<file path="src/rtl/fir_burst_sequencer.sv">
// fir_burst_sequencer: streams a programmable sample table into the FIR and counts returned results
// Ports: clk/reset (async, active-high); cfg_* loads the table and captures hold/len at start;
// start/abort control a burst; busy/done/status report it; m_axis_fir_* streams samples out;
// s_axis_res_* accepts filtered results; rx_count counts results accepted this burst.
module fir_burst_sequencer #(
  parameter int DATA_W  = 16,
  parameter int ADDR_W  = 3,
  parameter int HOLD_W  = 4,
  parameter int LEN_W   = 16,
  parameter int TIMEOUT = 255
) (
  input  logic                clk,
  input  logic                reset,
  input  logic                cfg_we,
  input  logic [ADDR_W-1:0]   cfg_addr,
  input  logic [DATA_W-1:0]   cfg_wdata,
  input  logic [HOLD_W-1:0]   cfg_hold,
  input  logic [LEN_W-1:0]    cfg_len,
  input  logic                start,
  input  logic                abort,
  output logic                busy,
  output logic                done,
  output logic [1:0]          status,
  output logic [DATA_W-1:0]   m_axis_fir_tdata,
  output logic                m_axis_fir_tvalid,
  input  logic                m_axis_fir_tready,
  output logic                m_axis_fir_tlast,
  output logic [DATA_W/8-1:0] m_axis_fir_tkeep,
  input  logic                s_axis_res_tvalid,
  output logic                s_axis_res_tready,
  output logic [LEN_W-1:0]    rx_count
);
  localparam int IDLE_W = $clog2(TIMEOUT + 1);
  localparam logic [1:0] ST_OK = 2'd0, ST_TIMEOUT = 2'd1, ST_ABORT = 2'd2;
  typedef enum logic [1:0] {IDLE, SEND, DRAIN, DONE} state_t;
  state_t state;
  logic [DATA_W-1:0] mem [2**ADDR_W];
  logic [LEN_W-1:0] len, tx_cnt, rx_nxt;
  logic [HOLD_W-1:0] hold, rep;
  logic [ADDR_W-1:0] addr, addr_nxt;
  logic [IDLE_W-1:0] idle_cnt;
  logic abort_pend, beat, acc;
  assign beat = m_axis_fir_tvalid & m_axis_fir_tready;
  assign acc = s_axis_res_tvalid & busy;
  assign s_axis_res_tready = busy;
  assign m_axis_fir_tkeep = '1;
  assign addr_nxt = (rep == hold) ? addr + 1'b1 : addr;
  assign rx_nxt = rx_count + LEN_W'(acc);
  always_ff @(posedge clk)
    if (cfg_we && !busy) mem[cfg_addr] <= cfg_wdata;
  always_ff @(posedge clk or posedge reset)
    if (reset) begin
      state <= IDLE;
      len <= '0;
      hold <= '0;
      tx_cnt <= '0;
      rep <= '0;
      addr <= '0;
      idle_cnt <= '0;
      abort_pend <= 1'b0;
      rx_count <= '0;
      busy <= 1'b0;
      done <= 1'b0;
      status <= ST_OK;
      m_axis_fir_tdata <= '0;
      m_axis_fir_tvalid <= 1'b0;
      m_axis_fir_tlast <= 1'b0;
    end else begin
      done <= 1'b0;
      rx_count <= rx_nxt;
      case (state)
        IDLE: if (start) begin
          busy <= 1'b1;
          status <= ST_OK;
          len <= cfg_len;
          hold <= cfg_hold;
          tx_cnt <= '0;
          rep <= '0;
          addr <= '0;
          rx_count <= '0;
          idle_cnt <= '0;
          abort_pend <= 1'b0;
          if (cfg_len == '0) begin
            state <= DONE;
            done <= 1'b1;
          end else begin
            state <= SEND;
            m_axis_fir_tvalid <= 1'b1;
            m_axis_fir_tdata <= mem[ADDR_W'(0)];
            m_axis_fir_tlast <= (cfg_len == LEN_W'(1));
          end
        end
        SEND: if (beat) begin
          tx_cnt <= tx_cnt + LEN_W'(1);
          rep <= (rep == hold) ? '0 : rep + 1'b1;
          addr <= addr_nxt;
          m_axis_fir_tdata <= mem[addr_nxt];
          m_axis_fir_tlast <= (tx_cnt + LEN_W'(1) == len - LEN_W'(1));
          // an abort seen during a stall is only honoured once the held beat is taken
          if (abort || abort_pend) begin
            m_axis_fir_tvalid <= 1'b0;
            m_axis_fir_tlast <= 1'b0;
            state <= DONE;
            done <= 1'b1;
            status <= ST_ABORT;
          end else if (m_axis_fir_tlast) begin
            m_axis_fir_tvalid <= 1'b0;
            m_axis_fir_tlast <= 1'b0;
            idle_cnt <= '0;
            state <= DRAIN;
          end
        end else if (abort && !m_axis_fir_tvalid) begin
          state <= DONE;
          done <= 1'b1;
          status <= ST_ABORT;
        end else if (abort) abort_pend <= 1'b1;
        DRAIN: if (abort) begin
          state <= DONE;
          done <= 1'b1;
          status <= ST_ABORT;
        end else if (rx_nxt >= len) begin
          state <= DONE;
          done <= 1'b1;
          status <= ST_OK;
        end else if (acc) idle_cnt <= '0;
        else if (idle_cnt == IDLE_W'(TIMEOUT - 1)) begin
          state <= DONE;
          done <= 1'b1;
          status <= ST_TIMEOUT;
        end else idle_cnt <= idle_cnt + 1'b1;
        DONE: begin
          state <= IDLE;
          busy <= 1'b0;
        end
      endcase
    end
endmodule

</file>
<file path="config.mk">
export PLATFORM = sky130hd
export DESIGN_NAME = fir_burst_sequencer
export DESIGN_NICKNAME = d
export VERILOG_FILES = /design/src/rtl/fir_burst_sequencer.sv
export SDC_FILE = /design/constraint.sdc
export NUM_CORES = 1
export LEC_CHECK = 0
export BUFFER_PORTS_ARGS = -buffer_cell sky130_fd_sc_hd__buf_4
export CORE_AREA = 2 2 173 175
export CTS_BUF_LIST = sky130_fd_sc_hd__clkbuf_8 sky130_fd_sc_hd__clkbuf_16
export DETAILED_ROUTE_END_ITERATION = 16
export DIE_AREA = 0 0 175 177
export SLEW_MARGIN = 0
export SYNTH_ARGS = -nofsm -noshare
export SYNTH_HDL_FRONTEND = slang
export SYNTH_SLANG_ARGS = --single-unit
export TNS_END_PERCENT = 1
</file>
<file path="constraint.sdc">
create_clock -name clk -period 5.3 [get_ports clk]
set_input_delay 0.265 -clock clk [delete_from_list [all_inputs] [get_ports clk]]
set_output_delay 0.265 -clock clk [all_outputs]
set_load 0.02 [all_outputs]
</file>
==> results.md, run 1 <==
- Worst VDD drop: 266 uV
- Dpl ws: 998 ps
- Synth unique cells: 56
- Final Setup Violations: 0
- CTS Buffer Depth: 3
- CTS clk-pin slew, worst paths: 60 ps
- Ys Warns: 0
- Initial core utilization: 36.2%
- Post-synthesis sequential area ratio: 58.0%
- Worst EP arrival: 4800 ps
- Fin cells: 1539
- Post-synth EDFFs: 128
- # DRC: 0
- Final Max Slew Viols: 0
- Number of DRC markers in iteration 0: 650
- Post-Synthesis Cell Area: 10600 um2
- Root Driver: clkbuf_16
- Syn Inst Count: 1011
- Status: completed
- Synth top area cells: edfxtp_1, dfrtp_1, nand2_1
- Met3 GRT Util: 2.53%
- WL per Instance: 17.3 um
- RePlAce Congestion: 0.822
- Share of cells above drive strength 1: 14.3%
- Min Hold Slack: 84.6 ps
- Die Width: 175 um
- Final Hold Vio Count: 0
- Seq cells post-synth: 220
- CTS tree: done
- CP max stage delay: 830 ps
- IO Count: 87
- Gr busiest metal: met2
- Grt met2 use: 29.8%
- Total wire length: 26600 um
- Combinational fraction of design power: 38.8%
- Skew final: 12.1 ps
- Asr flop ratio synth: 41.8%
- Vias: 7918
- Worst Path Required: 5770 ps
- Rows: 63
- Worst path slowest cell: or4b_2
- Die area: 31000 um2
- Flop pwr share: 35.5%
- Placed Cells incl. Taps: 1456
- Clk pwr share: 25.7%
- Number of buffer cells added on primary ports: 84
- Switching fraction of total power: 39.1%
- Top cell type's share of synthesized area: 36.3%
- Core Area: 29200 um2
- Worst setup SP type: flip-flop
- Total clock sinks: 220
- Gr ovfl total: 0
- Setup WS post-layout: 965 ps
- Vias in the first global route: 7824
- Final Util: 44.1%
- Hold Crit Class: in2reg
- Worst slew margin: 21.5%
- Setup Buffers After CTS: 0
- Fin crit share: 81.8%
- Critical path, cell by cell: nand2_1 > inv_1 > ha_1 > nand2_1 > nor2_1 > nand2_1 > nor2_1 > nand4_1 > xnor2_1 > ha_1 > a21o_1 > a21o_1 > a221oi_1 > o211ai_1 > or4b_2 > o31ai_1 > a21o_1
- Post-layout nets: 1204
- Post-synth top area cell: edfxtp_1
- Fill count: 2742
- Die Y: 177 um
- Top cells by count, synth: nand2_1, edfxtp_1, dfrtp_1, nand3_1, o21ai_0
- Tot GR Track Use: 17.3%
- Avg Inst Size Synth: 10.5 um2
- CTS Buf Count: 25
- Setup_tns: 0 ps
- Lkg Pwr: 5.17 nW
- Fin crit period: 4340 ps
- Largest net degree at the start of global routing: 67
- Reg2reg setup slack: 960 ps
- RSZ-0062 raised after global routing: false
- F_max: 231 MHz
- Worst-Skew Late Latency: 540 ps
- Drt pass-1 iters: 5
- Initial antenna violation count: 1
- CP endpoint kind: flip-flop
- Via-to-Cell Ratio: 5.14
- Detailed placement HPWL: 16700 um
- Area delta synth->final: 21.8%
- CP max FO: 9
- Maxcap violations: 0
- H-tree levels: 1
- Most common cell in the netlist: nand2_1
- First-pass GRT wire length: 42500 um
- NetSw: 0.00251 W
- Power density over cell area: 499 nW/um2
- Global Route met1 Usage: 22.7%
- Pint: 0.00392 W
- Routed Antenna Nets: 0
- Most used DFF post-synth: edfxtp_1
- Setup CP Type: reg2reg
- Least-Margin Pin Slew: 1180 ps
## sequential cells by signal, indices dropped and copies added (netlist names)
name and cells:
idle_cnt 8, m_axis_fir_tlast 1, abort_pend 1, m_axis_fir_tvalid 1, mem 128, addr 3, rep 4, state 2
rx_count 16, tx_cnt 16, status 2, hold 4, m_axis_fir_tdata 16, done 1, busy 1, len 16
## per-stage QoR
step | area, um2 | total power [W]
after floorplan | 10600 | 0.00401
after global placement | 11700 | 0.00478
after detailed placement | 11700 | 0.00481
after CTS | 12900 | 0.00651
after global routing | 12900 | 0.00688
final | 12900 | 0.00643
## final timing paths
check	start	to	cells after the start
worst max-delay path	busy$_DFFE_PP0P_	idle_cnt[4]$_DFFE_PP0P_	17
worst min-delay path	abort	abort_pend$_DFFE_PP0P_	3
worst max register to register	busy$_DFFE_PP0P_	idle_cnt[4]$_DFFE_PP0P_	17
worst min register to register	m_axis_fir_tdata[13]$_DFFE_PP0P_	m_axis_fir_tdata[13]$_DFFE_PP0P_	2
max in group asynchronous	reset	m_axis_fir_tdata[10]$_DFFE_PP0P_	4
min in group asynchronous	reset	idle_cnt[1]$_DFFE_PP0P_	3
## timing repair
action                                 4_1_cts  5_1_grt
resized for setup                            0        0
endpoints found under the hold margin      174        0
hold buffers                                37        0
## worst max-delay path, delay by kind of cell, from the launching register on
kind,cells,cell delay [ps]
AO/OA/AOI/OAI,6,1210
XOR/XNOR,1,200
adder cells (fa/ha/maj),2,460
buffers and inverters,1,110
flip-flops,1,560
AND/OR/NAND/NOR,7,1740
## placed cells by master, fill, tap and decap left out, drive strengths merged, types with 3 or more instances in the layout
master,instances
or4,4
nor2b,7
edfxtp,128
o211ai,3
a21oi,29
mux2,5
a31oi,5
a21o,9
xnor2,38
and2,18
nand4,32
or3,4
nand2b,8
mux2i,8
nor2,38
xor2,20
clkinv,4
and3,5
buf,103
o21ai,75
o22a,5
clkbuf,29
dfrtp,92
nand3,88
nor3b,16
nand2,203
inv,41
nor4,11
o31ai,9
ha,28
dlygate4sd3,37
o22ai,4
nor3,15
## layer usage
layer / vias to the layer above / wire length (um)
met5: - / 0
met4: 0 / 613
met3: 45 / 1100
met2: 171 / 12900
met1: 3859 / 11900
li1: 3843 / -
## layout make-up
| type | count | area [um2] | share of cell area [%] |
|---|---|---|---|
| Antenna cell | 1 | 2.50 | 0.0194 |
| Clock buffer | 29 | 681 | 5.28 |
| Clock inverter | 16 | 111 | 0.863 |
| Inverter | 31 | 119 | 0.922 |
| Multi-Input combinational cell | 712 | 4210 | 32.6 |
| Sequential cell | 220 | 6150 | 47.7 |
| Tap cell | 390 | 488 | 3.78 |
| Timing Repair Buffer | 140 | 1140 | 8.87 |
## power by group through the flow
stage / Sequential (W) / Clock [W] / Combinational [W]
finish: 0.00228 / 0.00166 / 0.00249
detailed placement: 0.00231 / 0 / 0.00250
global placement: 0.00231 / 0 / 0.00248
global route: 0.00232 / 0.00176 / 0.00280
CTS: 0.00228 / 0.00169 / 0.00254
floorplan: 0.00233 / 0 / 0.00168
## logic make-up after synthesis
kind of cell | Yosys count | synth area share, %
AND/OR/NAND/NOR | 455 | 20.5
flip-flops | 220 | 58.0
AO/OA/AOI/OAI | 154 | 8.61
buffers and inverters | 80 | 2.95
XOR/XNOR | 59 | 5.01
adder cells (fa/ha/maj) | 28 | 3.31
multiplexers | 14 | 1.50
other | 1 | 0.0354
Power figures use the tool's default switching activity.
==> run 2: changes to the inputs <==
clock period = 3.85 ns   (was 5.3 ns; I/O delays follow)
==> run 2 against run 1 <==
Combinational power rose by 43%. Register-to-register slack got worse by 710 ps. Largest cell class unchanged. Utilization rose by 0.74 points. Wire length rose by 2.0%. Design area rose by 1.7%. Non-clock buffer count rose by 10. Global-route usage rose by 0.21 points. Final cell count rose by 0.71%.
==> results.md, run 2 (synthesized netlist as in run 1, its figures left out) <==
- Root Driver: clkbuf_16
- Least-Margin Pin Slew: 959 ps
- Dpl ws: -76.1 ps
- Worst setup SP type: flip-flop
- Fin crit share: 93.3%
- CP endpoint kind: flip-flop
- Skew final: 11.8 ps
- Core Area: 29200 um2
- Initial antenna violation count: 1
- Final Max Slew Viols: 0
- Leading cell type in the layout, fill and taps excluded: nand2_1
- Worst path bufs/invs: 1
- Total clock sinks: 220
- RSZ-0062 raised after global routing: true
- Largest net degree at the start of global routing: 70
- CTS clk-pin slew, worst paths: 60 ps
- WL per Instance: 17.5 um
- CP max stage delay: 640 ps
- Power density over cell area: 697 nW/um2
- Worst path slowest cell: or4b_4
- Detailed placement HPWL: 17000 um
- Area of the multi-input gates: 4270 um2
- First-pass GRT wire length: 43100 um
- Rows: 63
- Status: completed
- Lkg Pwr: 5.25 nW
- Vias in the first global route: 7901
- IO Count: 87
- Fin crit period: 3590 ps
- Die area: 31000 um2
- Setup CP Type: reg2reg
- Die Y: 177 um
- Routed Antenna Nets: 0
- Maxcap violations: 0
- Worst slew margin: 36.1%
- Setup_tns: 0 ps
- Commonest cells after routing, fill and taps aside: nand2_1, edfxtp_1, buf_4
- CTS tree: done
- Tot GR Track Use: 17.5%
- Setup WS post-layout: 259 ps
- CTS Buffer Depth: 3
- F_max: 278 MHz
- Hold Crit Class: in2reg
- Worst r2r src: busy$_DFFE_PP0P_
- Total wire length: 27100 um
- Number of buffer cells added on primary ports: 84
- Critical path, cell by cell: nand2_2 > inv_1 > ha_2 > ha_2 > nand3_1 > nor2_2 > nand3_2 > nor2_2 > xor2_1 > ha_1 > nand4_1 > nor2_1 > a221oi_2 > o211ai_1 > or4b_4 > o31ai_2 > a21o_1
- Fill count: 2743
- RePlAce Congestion: 0.812
- Gr ovfl total: 0
- Largest delay share family, worst path: simple AND/OR/NAND/NOR gates
- Register area: 6150 um2
- Crit. Startpoint: busy$_DFFE_PP0P_
- Worst VDD drop: 571 uV
- Area delta synth->final: 23.8%
- H-tree levels: 1
- Post-layout nets: 1214
- Drt pass-1 iters: 5
- Worst-Skew Late Latency: 540 ps
- CTS Buf Count: 25
- Max reg flops: 128
- Via-to-Cell Ratio: 5.17
- Final Hold Vio Count: 0
- Worst EP arrival: 4070 ps
- Worst Path Required: 4330 ps
- Final Setup Violations: 0
- Initial core utilization: 36.2%
- Number of DRC markers in iteration 0: 592
- Vias: 8012
- Die Width: 175 um
- # DRC: 0
- CP max FO: 7
- Hold wc startpoint: m_axis_fir_tready
- Share of cells above drive strength 1: 16.6%
- Top reg by flops: mem
[run 2: final timing paths]
kind / end / slack [ps] / cells after the start
worst max-delay path: idle_cnt[6]$_DFFE_PP0P_ / 260 / 17
worst min-delay path: abort_pend$_DFFE_PP0P_ / 40 / 3
worst max register to register: idle_cnt[6]$_DFFE_PP0P_ / 260 / 17
worst min register to register: hold[0]$_DFFE_PP0P_ / 500 / 2
max in group asynchronous: tx_cnt[10]$_DFFE_PP0P_ / 2490 / 4
min in group asynchronous: idle_cnt[6]$_DFFE_PP0P_ / 430 / 3
[run 2: worst reg2reg max path: cells and delay by family (launching register included)]
family	cells	cell delay, ps
xor+xnor	1	190
flops	1	360
compound gates	4	750
fa+ha+maj	3	640
simple gates	8	1490
buf+inv	1	90
[run 2: report_power, final]
part,leakage (nW),switching (W),total (W),internal (W)
combinational,2.44,0.00223,0.00356,0.00132
clock,0.445,0.000978,0.00245,0.00147
sequential,2.37,0.000319,0.00314,0.00282
total,5.25,0.00353,0.00914,0.00561
[run 2: area by class of cell]
cell class	count	share of cell area (%)
Antenna cell	1	0.0191
Clock buffer	29	5.19
Clock inverter	17	1.34
Inverter	31	0.906
Multi-Input combinational cell	712	32.5
Sequential cell	220	46.9
Tap cell	390	3.72
Timing Repair Buffer	150	9.41
[run 2: what timing repair did]
action	in CTS	in global routing
endpoints found under the hold margin	218	0
buffers inserted	0	2
hold buffers	38	0
endpoints found under the setup margin	3	12
gates cloned	0	0
gates resized for setup	1	16
pin swaps	0	4
[run 2: layer usage]
layer	global-route usage, %	routed length, um
met5	0	0
met4	4.41	635
met2	30.6	13300
met3	2.68	1410
met1	22.8	11800
[run 2: per-stage QoR]
stage               total power (W)  instances  cell area (um2)  hold WS, ps  utilization (%)
finish                      0.00914       1550            13100         37.4             44.8
global route                0.00975       1550            13100         64.6             44.8
CTS                         0.00924       1547            13000         15.0             44.6
detailed placement          0.00672       1463            11800          411             40.3
global placement            0.00666       1463            11800          408             40.3
floorplan                   0.00552       1012            10600          291                -
